`src/rtl/alu_seq.sv`:
```
// Multi-cycle ALU: single-cycle logic/arithmetic ops plus iterative unsigned
// multiply (shift-add) and divide (restoring) behind a start/ready/valid handshake.
module alu_seq #(
  parameter int WIDTH = 32
) (
  input  logic             clk,
  input  logic             rst_n,
  input  logic             start,
  input  logic [3:0]       func,
  input  logic [WIDTH-1:0] a,
  input  logic [WIDTH-1:0] b,
  input  logic [WIDTH-1:0] imm,
  input  logic [1:0]       alu_src,
  output logic             ready,
  output logic             out_valid,
  output logic [WIDTH-1:0] result,
  output logic             c_out,
  output logic             branch_taken,
  output logic             div_by_zero,
  output logic [1:0]       dbg_state
);

  // Handshake: a request is accepted on a rising edge where start=1 and
  // ready=1; out_valid is high for exactly one cycle when outputs update.

  typedef enum logic [1:0] {
    IDLE = 2'd0,
    CALC = 2'd1,
    DONE = 2'd2
  } state_t;

  localparam int CW = $clog2(WIDTH + 1);

  localparam logic [3:0] F_BRANCH = 4'd8;
  localparam logic [3:0] F_SUB    = 4'd9;
  localparam logic [3:0] F_BGE    = 4'd10;
  localparam logic [3:0] F_MUL    = 4'd11;
  localparam logic [3:0] F_MULHU  = 4'd12;
  localparam logic [3:0] F_DIVU   = 4'd13;
  localparam logic [3:0] F_REMU   = 4'd14;
  localparam logic [3:0] F_SLTU   = 4'd15;

  state_t             state_q, state_d;
  logic [CW-1:0]      cnt_q, cnt_d;
  logic [2*WIDTH-1:0] acc_q, acc_d;
  logic [3:0]         func_q, func_d;
  logic [WIDTH-1:0]   a_q, a_d;
  logic [WIDTH-1:0]   b_q, b_d;
  logic [WIDTH-1:0]   result_q, result_d;
  logic               c_q, c_d;
  logic               br_q, br_d;
  logic               dbz_q, dbz_d;

  logic [WIDTH-1:0]   opb;
  logic [WIDTH:0]     sum;
  logic [WIDTH-1:0]   diff;
  logic               lt;
  logic               accept;
  logic               is_multi;
  logic               is_div_q;

  logic [WIDTH-1:0]   sc_result;
  logic               sc_c, sc_br, sc_dbz;

  logic [WIDTH:0]     mul_sum;
  logic [2*WIDTH-1:0] mul_next;
  logic [WIDTH:0]     div_sh;
  logic               div_ge;
  logic [WIDTH:0]     div_rem;
  logic [2*WIDTH-1:0] div_next;
  logic [2*WIDTH-1:0] acc_step;
  logic [WIDTH-1:0]   mc_result;
  logic               mc_c;

  assign opb      = (alu_src == 2'b01 || alu_src == 2'b10) ? imm : b;
  assign sum      = {1'b0, a} + {1'b0, opb};
  assign diff     = a - opb;
  assign lt       = (a < opb);
  assign ready    = (state_q != CALC);
  assign accept   = start && ready;
  assign is_div_q = (func_q == F_DIVU) || (func_q == F_REMU);

  // Divide by zero short-circuits to a single-cycle completion.
  always_comb begin
    is_multi = 1'b0;
    if (func == F_MUL || func == F_MULHU)
      is_multi = 1'b1;
    else if ((func == F_DIVU || func == F_REMU) && opb != '0)
      is_multi = 1'b1;
  end

  always_comb begin
    sc_result = '0;
    sc_c      = 1'b0;
    sc_br     = 1'b0;
    sc_dbz    = 1'b0;
    case (func)
      4'd0, 4'd1, 4'd2, 4'd3: begin
        sc_result = sum[WIDTH-1:0];
        sc_c      = sum[WIDTH];
      end
      4'd4: sc_result = opb;
      4'd5: begin
        sc_result = opb;
        sc_br     = 1'b1;
      end
      4'd6: sc_result = a | opb;
      4'd7: sc_result = a & opb;
      F_BRANCH: begin
        sc_result = diff;
        sc_br     = (diff == '0);
      end
      F_SUB: begin
        sc_result = diff;
        sc_c      = lt;
      end
      // BGE deliberately compares against the raw b port, not the selected operand.
      F_BGE: sc_br = (a >= b);
      F_DIVU: begin
        sc_result = '1;
        sc_dbz    = 1'b1;
      end
      F_REMU: begin
        sc_result = a;
        sc_dbz    = 1'b1;
      end
      F_SLTU: sc_result = {{(WIDTH-1){1'b0}}, lt};
      default: ;
    endcase
  end

  // Multiply: acc = {partial high, remaining multiplier}, shifting right.
  assign mul_sum  = {1'b0, acc_q[2*WIDTH-1:WIDTH]} + (acc_q[0] ? {1'b0, a_q} : '0);
  assign mul_next = {mul_sum, acc_q[WIDTH-1:1]};

  // Divide: acc = {remainder, dividend/quotient}, shifting left.
  assign div_sh   = acc_q[2*WIDTH-1:WIDTH-1];
  assign div_ge   = (div_sh >= {1'b0, b_q});
  assign div_rem  = div_ge ? (div_sh - {1'b0, b_q}) : div_sh;
  assign div_next = {div_rem[WIDTH-1:0], acc_q[WIDTH-2:0], div_ge};

  assign acc_step = is_div_q ? div_next : mul_next;

  always_comb begin
    mc_result = '0;
    mc_c      = 1'b0;
    case (func_q)
      F_MUL: begin
        mc_result = acc_step[WIDTH-1:0];
        mc_c      = (acc_step[2*WIDTH-1:WIDTH] != '0);
      end
      F_MULHU: mc_result = acc_step[2*WIDTH-1:WIDTH];
      F_DIVU:  mc_result = acc_step[WIDTH-1:0];
      F_REMU:  mc_result = acc_step[2*WIDTH-1:WIDTH];
      default: ;
    endcase
  end

  always_comb begin
    state_d  = state_q;
    cnt_d    = cnt_q;
    acc_d    = acc_q;
    func_d   = func_q;
    a_d      = a_q;
    b_d      = b_q;
    result_d = result_q;
    c_d      = c_q;
    br_d     = br_q;
    dbz_d    = dbz_q;
    case (state_q)
      IDLE, DONE: begin
        state_d = IDLE;
        if (accept) begin
          func_d = func;
          a_d    = a;
          b_d    = opb;
          if (is_multi) begin
            state_d = CALC;
            cnt_d   = CW'(WIDTH);
            acc_d   = (func == F_DIVU || func == F_REMU) ? {{WIDTH{1'b0}}, a}
                                                         : {{WIDTH{1'b0}}, opb};
          end else begin
            state_d  = DONE;
            result_d = sc_result;
            c_d      = sc_c;
            br_d     = sc_br;
            dbz_d    = sc_dbz;
          end
        end
      end
      CALC: begin
        acc_d = acc_step;
        cnt_d = cnt_q - CW'(1);
        if (cnt_q == CW'(1)) begin
          state_d  = DONE;
          result_d = mc_result;
          c_d      = mc_c;
          br_d     = 1'b0;
          dbz_d    = 1'b0;
        end
      end
      default: state_d = IDLE;
    endcase
  end

  always_ff @(posedge clk or negedge rst_n) begin
    if (!rst_n) begin
      state_q  <= IDLE;
      cnt_q    <= '0;
      acc_q    <= '0;
      func_q   <= '0;
      a_q      <= '0;
      b_q      <= '0;
      result_q <= '0;
      c_q      <= 1'b0;
      br_q     <= 1'b0;
      dbz_q    <= 1'b0;
    end else begin
      state_q  <= state_d;
      cnt_q    <= cnt_d;
      acc_q    <= acc_d;
      func_q   <= func_d;
      a_q      <= a_d;
      b_q      <= b_d;
      result_q <= result_d;
      c_q      <= c_d;
      br_q     <= br_d;
      dbz_q    <= dbz_d;
    end
  end

  assign out_valid    = (state_q == DONE);
  assign result       = result_q;
  assign c_out        = c_q;
  assign branch_taken = br_q;
  assign div_by_zero  = dbz_q;
  assign dbg_state    = state_q;

endmodule
```
`config.mk`:
```
export PLATFORM = sky130hd
export DESIGN_NAME = alu_seq
export DESIGN_NICKNAME = d
export VERILOG_FILES = /design/src/rtl/alu_seq.sv
export SDC_FILE = /design/constraint.sdc
export NUM_CORES = 1
export LEC_CHECK = 0
export CORE_UTILIZATION = 50
export CTS_CLUSTER_DIAMETER = 50
export DETAILED_ROUTE_END_ITERATION = 16
export HOLD_SLACK_MARGIN = 0.06
export PLACE_DENSITY = 0.76
export SYNTH_ARGS = -nofsm -noshare
export SYNTH_HDL_FRONTEND = slang
export SYNTH_SLANG_ARGS = --single-unit
```
`constraint.sdc`:
```
create_clock -name clk -period 10.1 [get_ports clk]
set_input_delay 1.515 -clock clk [delete_from_list [all_inputs] [get_ports clk]]
set_output_delay 1.515 -clock clk [all_outputs]
set_load 0.02 [all_outputs]
```
==> impl_results.md, run 1 <==
- Status: complete, no violations
- Largest net degree at the start of global routing: 73
- Starting density of the core: 50.8%
- Setup crit end kind: flop
- Initial antenna violation count: 1
- Static leakage: 9.66 nW
- Worst-path fanout max: 42
- RSZ-0062 raised after global routing: false
- CTS Buffer Depth: 2
- Nets: 2878
- # setup viols final: 0
- Design Area, Final: 21500 sq um
- Die width: 198 um
- CORE AREA: 37800 sq um
- Number of DRC markers in iteration 0: 2274
- Syn_area_per_cell: 7.47 sq um
- Minimum clock period: 6.87 ns
- H-tree levels: 4
- Worst-Skew Late Latency: 0.46 ns
- Net switching power: 2.92 mW
- Vias: 20800
- EDFF count, synth: 0
- Global-route usage over all layers: 39.9%
- Achievable frequency: 145 MHz
- Peak VDD IR: 150 uV
- I/O pin cnt: 144
- Layout cell share with drive strength beyond 1: 4.70%
- Synthesized area: 19200 sq um
- Top-count cell post-synth: nand2_1
- Drt total wl: 78900 um
- Vias in the first global route: 19500
- Syn nets: 2843
- Clock power share: 12.2%
- Clk root buf: clkbuf_16
- CTS resizes: 0
- Synth area leader: dfrtp_1
- Seq pwr share: 23.2%
- Finished Core Util: 57.1%
- Post-CTS Setup Bufs: 0
- Die extent in y: 198 um
- Switching share of power: 52.3%
- Post-route ant nets: 0
- Final Hold Fails: 0
- Post-Syn Instances: 2570
- Final worst path period share: 68.1%
- Gp weighted congestion: 1.02
- Data arrival, critical path: 7.19 ns
- Layout Area Growth over Synthesis: 12.2%
- Skew final: 0.0147 ns
- CP Launch Type: input port
- Top cell type's share of synthesized area: 22.8%
- Dpl hpwl: 60900 um
- Routed wire per std cell: 25.2 um
- Sinks on Clock Net: 175
- # hold bufs at CTS: 0
- Power per cell area: 259 nW/um^2
- Max-Cap Viols: 0
- Num rows: 71
- Synth Flop Type: dfrtp_1
- Int Power: 2.67 mW
- Area contributors post-synth: dfrtp_1 (23%), ha_1 (11%), nand2_1 (6.3%), a21oi_1 (6.0%), o21ai_0 (4.9%)
- TritonCTS Buffers: 17
- Yosys Warn Count: 0
- Cell Area, Placed: 20900 sq um
- Logic pwr share: 64.6%
- CTS tree: done
- Worst Max-Slew Pin Slew: 1.07 ns
- DIE AREA: 39200 sq um
- CP required: 10.41 ns
- Seq/Total Area, Yosys: 22.8%
- Count of final max-slew check failures: 0
- Via density: 6.66
- Drc violations: 0
- First-pass GRT wire length: 118000 um
- Synth async-reset ratio: 100%
- Synth cell count leaders: nand2_1 (321), a21oi_1 (230), o21ai_0 (188), nor2_1 (184), dfrtp_1 (175)
- Final TNS setup: 0 ns
- Worst Hold Class: reg -> reg
- Total grt overflow: 0
- Crit path kind: in -> reg
- TritonRoute pass-1 iters: 8
- Fillers: 3595
- Port bufs: 143
- Reg clk slew, reported paths: 0.07 ns
- #FFs+latches synth: 175
- Netlist cell types: 94
- Slew headroom: 27.9%
[worst max-delay path, cell delays in order]
cell and delay [ns]:
clkdlybuf4s50_1 0.56, xnor2_4 0.13, buf_4 0.58, mux2i_1 0.77, inv_1 0.11, ha_1 0.42
and3_1 0.23, and3_1 0.19, a211o_1 0.32, o21ai_0 0.42, a21oi_1 0.19, o2111ai_1 0.35
a31oi_1 0.19, o21ai_0 0.34, mux2i_1 0.24, o221ai_1 0.16, a221oi_1 0.33, a21oi_1 0.11
[final timing paths]
path | from | end | slack (ns) | depth (start not counted)
worst min-delay path | a_q[20]$_DFFE_PN0P_ | a_q[20]$_DFFE_PN0P_ | 0.47 | 2
worst max-delay path | alu_src[1] | result[31]$_DFFE_PN0P_ | 3.23 | 18
worst max register to register | acc_q[0]$_DFFE_PN0P_ | c_out$_DFFE_PN0P_ | 4.37 | 15
min in group asynchronous | rst_n | acc_q[40]$_DFFE_PN0P_ | 0.99 | 1
max in group asynchronous | rst_n | acc_q[13]$_DFFE_PN0P_ | 7.85 | 2
worst min register to register | a_q[20]$_DFFE_PN0P_ | a_q[20]$_DFFE_PN0P_ | 0.47 | 2
[cell usage in the layout (no fill, tap or decap), drive strengths merged, types with 10 or more instances in the layout]
master,n
o211ai,13
clkbuf,18
buf,33
o31ai,15
clkdlybuf4s50,142
o21ai,193
a221o,10
nand4,34
a31oi,31
a21oi,233
xnor2,65
dfrtp,175
ha,165
and2,43
a21o,85
o21bai,18
a211oi,65
nor2,185
a22o,24
o21a,16
nor3,45
xor2,27
nand2b,25
or3,16
a221oi,15
inv,160
mux2i,64
nor4,31
nand2,321
o22ai,26
a22oi,13
and3,13
o221ai,31
nor2b,39
nand3,82
mux2,16
[metrics by stage]
stage                     instances  power [mW]  setup slack, ns  hold slack [ns]
after detailed placement       3097        4.78             2.95            0.459
after floorplan                2570        3.63             3.62            0.438
final                          3130        5.58             3.23            0.473
after global routing           3129        5.92             3.03            0.500
after CTS                      3129        5.48             3.43            0.475
after global placement         3097        4.72             3.10            0.454
[area by class of cell]
cell class                      count  area [sq um]  share of cell area (%)
Multi-Input combinational cell   2083         13700                    63.5
Sequential cell                   175          4380                    20.3
Timing Repair Buffer              175          1670                    7.77
Tap cell                          511           639                    2.97
Inverter                          153           574                    2.67
Clock buffer                       18           439                    2.04
Clock inverter                     14           149                   0.691
Antenna cell                        1          2.50                  0.0116
[sequential cells by signal, summed over array words and instances (netlist names)]
signal and cells:
result 32, c_out 1, b_q 32, acc_q 64, div_by_zero 1, a_q 32
cnt_q 6, func_q 4, branch_taken 1, dbg_state 2
[power by group through the flow]
stage | Sequential [mW] | Combinational [mW] | Clock, mW
2_1_floorplan | 1.24 | 2.39 | 0
3_3_place_gp | 1.28 | 3.45 | 0
3_5_place_dp | 1.29 | 3.49 | 0
4_1_cts | 1.28 | 3.52 | 0.686
5_1_grt | 1.32 | 3.89 | 0.711
6_report | 1.29 | 3.61 | 0.684
[per-layer routing]
metal,track usage [%],wire (um)
met5,0,0
met4,16.5,2940
met3,6.90,8060
met2,60.7,34300
met1,55.6,33600
[logic make-up (layout without fill, tap and decap cells)]
family	count (synthesis)	count (layout)	share of synthesized area [%]
AO/OA/AOI/OAI	872	872	29.9
XOR/XNOR	92	92	4.24
adder cells (fa/ha/maj)	169	169	11.1
buffers and inverters	312	360	6.26
flip-flops	175	175	22.8
multiplexers	80	80	4.34
other	0	1	0
AND/OR/NAND/NOR	870	870	21.4
No activity file was read; power rests on OpenSTA's default activity.
==> run 2: changes to the inputs <==
--- a/config.mk
+++ b/config.mk
@@ -9,7 +9,7 @@
 export CTS_CLUSTER_DIAMETER = 50
 export DETAILED_ROUTE_END_ITERATION = 16
 export HOLD_SLACK_MARGIN = 0.06
-export PLACE_DENSITY = 0.76
+export PLACE_DENSITY = 0.79
 export SYNTH_ARGS = -nofsm -noshare
 export SYNTH_HDL_FRONTEND = slang
 export SYNTH_SLANG_ARGS = --single-unit
==> constraint.sdc (replaced) <==
create_clock -name clk -period 6.3 [get_ports clk]
set_input_delay 0.945 -clock clk [delete_from_list [all_inputs] [get_ports clk]]
set_output_delay 0.945 -clock clk [all_outputs]
set_load 0.02 [all_outputs]
==> run 2 against run 1 <==
Die area did not move. Sequential cell count did not move. Sequential power rose by 59%. First-iteration DRC count barely moved. Core utilization rose by 0.58 points. Highest routed layer unchanged. Wire length fell by 1.7%. Critical path depth did not move. Cell count rose by 1.1%.
==> impl_results.md, run 2 (synthesis gave the netlist of run 1 again) <==
- Status: complete, no violations (unchanged)
- Count of final max-slew check failures: 0 (unchanged)
- Worst-path fanout max: 12 (was 42)
- Final worst path period share: 88.3%
- Starting density of the core: 50.8% (unchanged)
- Top reg by flops: acc_q (unchanged)
- Largest net degree at the start of global routing: 105 (was 73)
- Dpl hpwl: 59800 um (was 60900 um)
- Cell Area, Placed: 21200 sq um (was 20900 sq um)
- CORE AREA: 37800 sq um (unchanged)
- Hold Slack: 0.467 ns (was 0.473 ns)
- Worst-Skew Late Latency: 0.46 ns (about the same)
- Initial antenna violation count: 0 (was 1)
- FF-to-FF Start: acc_q[0]$_DFFE_PN0P_ (unchanged)
- Crit path kind: in -> reg (unchanged)
- Total grt overflow: 0 (unchanged)
- Vias in the first global route: 19700 (was 19500)
- Die width: 198 um (unchanged)
- First-pass GRT wire length: 117000 um (was 118000 um)
- DIE AREA: 39200 sq um (unchanged)
- # setup viols final: 0 (unchanged)
- Number of DRC markers in iteration 0: 2272 (was 2274)
- Num rows: 71 (unchanged)
- Worst Max-Slew Pin Slew: 1.06 ns (was 1.07 ns)
- Skew final: 0.0138 ns (was 0.0147 ns)
- # hold bufs at CTS: 0 (unchanged)
- Die extent in y: 198 um (unchanged)
- Via density: 6.67 (was 6.66)
- Pre-CTS WS: 0.420 ns (was 2.95 ns)
- Worst Hold Class: in -> async (was reg -> reg)
- Layout Area Growth over Synthesis: 13.4% (was 12.2%)
- Gp weighted congestion: 1.03 (was 1.02)
- CP Launch Type: input port (unchanged)
- CTS resizes: 0 (unchanged)
- Minimum clock period: 5.56 ns
- Drt total wl: 77600 um (was 78900 um)
- RSZ-0062 raised after global routing: false (unchanged)
- Setup ws final: 0.736 ns (was 3.23 ns)
- Power Total: 8.94 mW (was 5.58 mW)
- Most frequent cells in the layout: nand2_1 (320), a21oi_1 (230), o21ai_0 (188) (unchanged)
- H-tree levels: 4 (unchanged)
- Final Hold Fails: 0 (unchanged)
- Routed wire per std cell: 24.5 um (was 25.2 um)
- Global-route usage over all layers: 39.4% (was 39.9%)
- TritonRoute pass-1 iters: 10 (was 8)
- Reg clk slew, reported paths: 0.08 ns (was 0.07 ns)
- Post-route ant nets: 0 (unchanged)
- Setup crit end kind: flop (unchanged)
- Commonest non-fill, non-tap cell in the layout: nand2_1 (unchanged)
- Final TNS setup: 0 ns (unchanged)
- CP required: 6.63 ns (was 10.41 ns)
- Layout cell share with drive strength beyond 1: 5.88% (was 4.70%)
- CTS tree: done (unchanged)
- I/O pin cnt: 144 (unchanged)
- Max-Cap Viols: 0 (unchanged)
- Vias: 21100 (was 20800)
- Static leakage: 9.79 nW (was 9.66 nW)
- Post-CTS Setup Bufs: 0 (unchanged)
- Data arrival, critical path: 5.89 ns (was 7.19 ns)
- Clk root buf: clkbuf_16 (unchanged)
- CP startpoint: alu_src[1] (unchanged)
- TritonCTS Buffers: 17 (unchanged)
- Achievable frequency: 180 MHz
- Sinks on Clock Net: 175 (unchanged)
- Design Area, Final: 21800 sq um (was 21500 sq um)
- Nets: 2913 (was 2878)
- Power per cell area: 411 nW/um^2 (was 259 nW/um^2)
- Fillers: 3502 (was 3595)
- Peak VDD IR: 242 uV (was 150 uV)
- Port bufs: 143 (unchanged)
- Max reg flops: 64 (unchanged)
- Drc violations: 0 (unchanged)
- CTS Buffer Depth: 2 (unchanged)
- Slew headroom: 29.3% (was 27.9%)
==> run 2: cell types whose count changed in the layout (fill, tap and decap cells not counted) <==
cell        previous run  this run
bufinv_16              1         0
clkinvlp_4             0         3
buf_4                 32        66
clkbuf_1               0         1
clkbuf_8               1         0
buf_12                 0         1
clkinv_4               3         1
inv_6                  5         7
inv_8                  2         0
clkinv_8               1         0
==> run 2: final cells by class <==
cell class / count / area, sq um / area share, %
multi-input cells: 2083 / 13700 / 62.9
diodes: 1 / 2.50 / 0.0115
flip-flops and latches: 175 / 4380 / 20.1
repair buffers: 210 / 1950 / 8.95
inverters: 153 / 574 / 2.64
well taps: 511 / 639 / 2.94
clock buffers: 18 / 429 / 1.97
clock inverters: 13 / 103 / 0.472
==> run 2: worst max-delay path, cell delays in order <==
cell             delay (ns)
clkdlybuf4s50_1        0.49
xnor2_4                0.54
mux2i_1                0.44
inv_1                  0.11
ha_1                   0.46
nor2b_1                0.21
o21ai_0                0.16
o21ai_0                0.34
a311oi_1               0.15
buf_4                  0.18
o31a_1                 0.35
o31ai_1                0.49
a211oi_1               0.19
o21a_1                 0.28
xor2_1                 0.14
o221ai_1               0.12
a21oi_1                0.18
a21oi_1                0.08
==> run 2: final timing paths <==
kind / endpoint / slack, ns / cells after the start
max: result[28]$_DFFE_PN0P_ / 0.74 / 18
min: acc_q[38]$_DFFE_PN0P_ / 0.47 / 1
max reg2reg: c_out$_DFFE_PN0P_ / 0.87 / 15
min reg2reg: a_q[2]$_DFFE_PN0P_ / 0.47 / 2
max in group asynchronous: acc_q[13]$_DFFE_PN0P_ / 4.61 / 2
min in group clk: a_q[2]$_DFFE_PN0P_ / 0.47 / 2
==> run 2: power breakdown <==
part	internal (mW)	switching, mW	leakage, nW
clock network	0.510	0.506	0.255
logic	2.17	3.70	7.40
registers	1.58	0.471	2.14
==> run 2: per-layer routing <==
| metal | vias up | wire [um] | global-route usage, % |
|---|---|---|---|
| li1 | 9490 | - | - |
| met3 | 232 | 8360 | 6.83 |
| met1 | 10000 | 32000 | 54.1 |
| met5 | - | 0 | 0 |
| met2 | 1385 | 33600 | 60.2 |
| met4 | 0 | 3620 | 17.7 |
==> run 2: through the flow <==
step                utilization, %  cells
floorplan                        -   2570
global placement              56.2   3132
detailed placement            56.2   3132
CTS                           57.6   3163
global route                  57.6   3163
finish                        57.6   3164
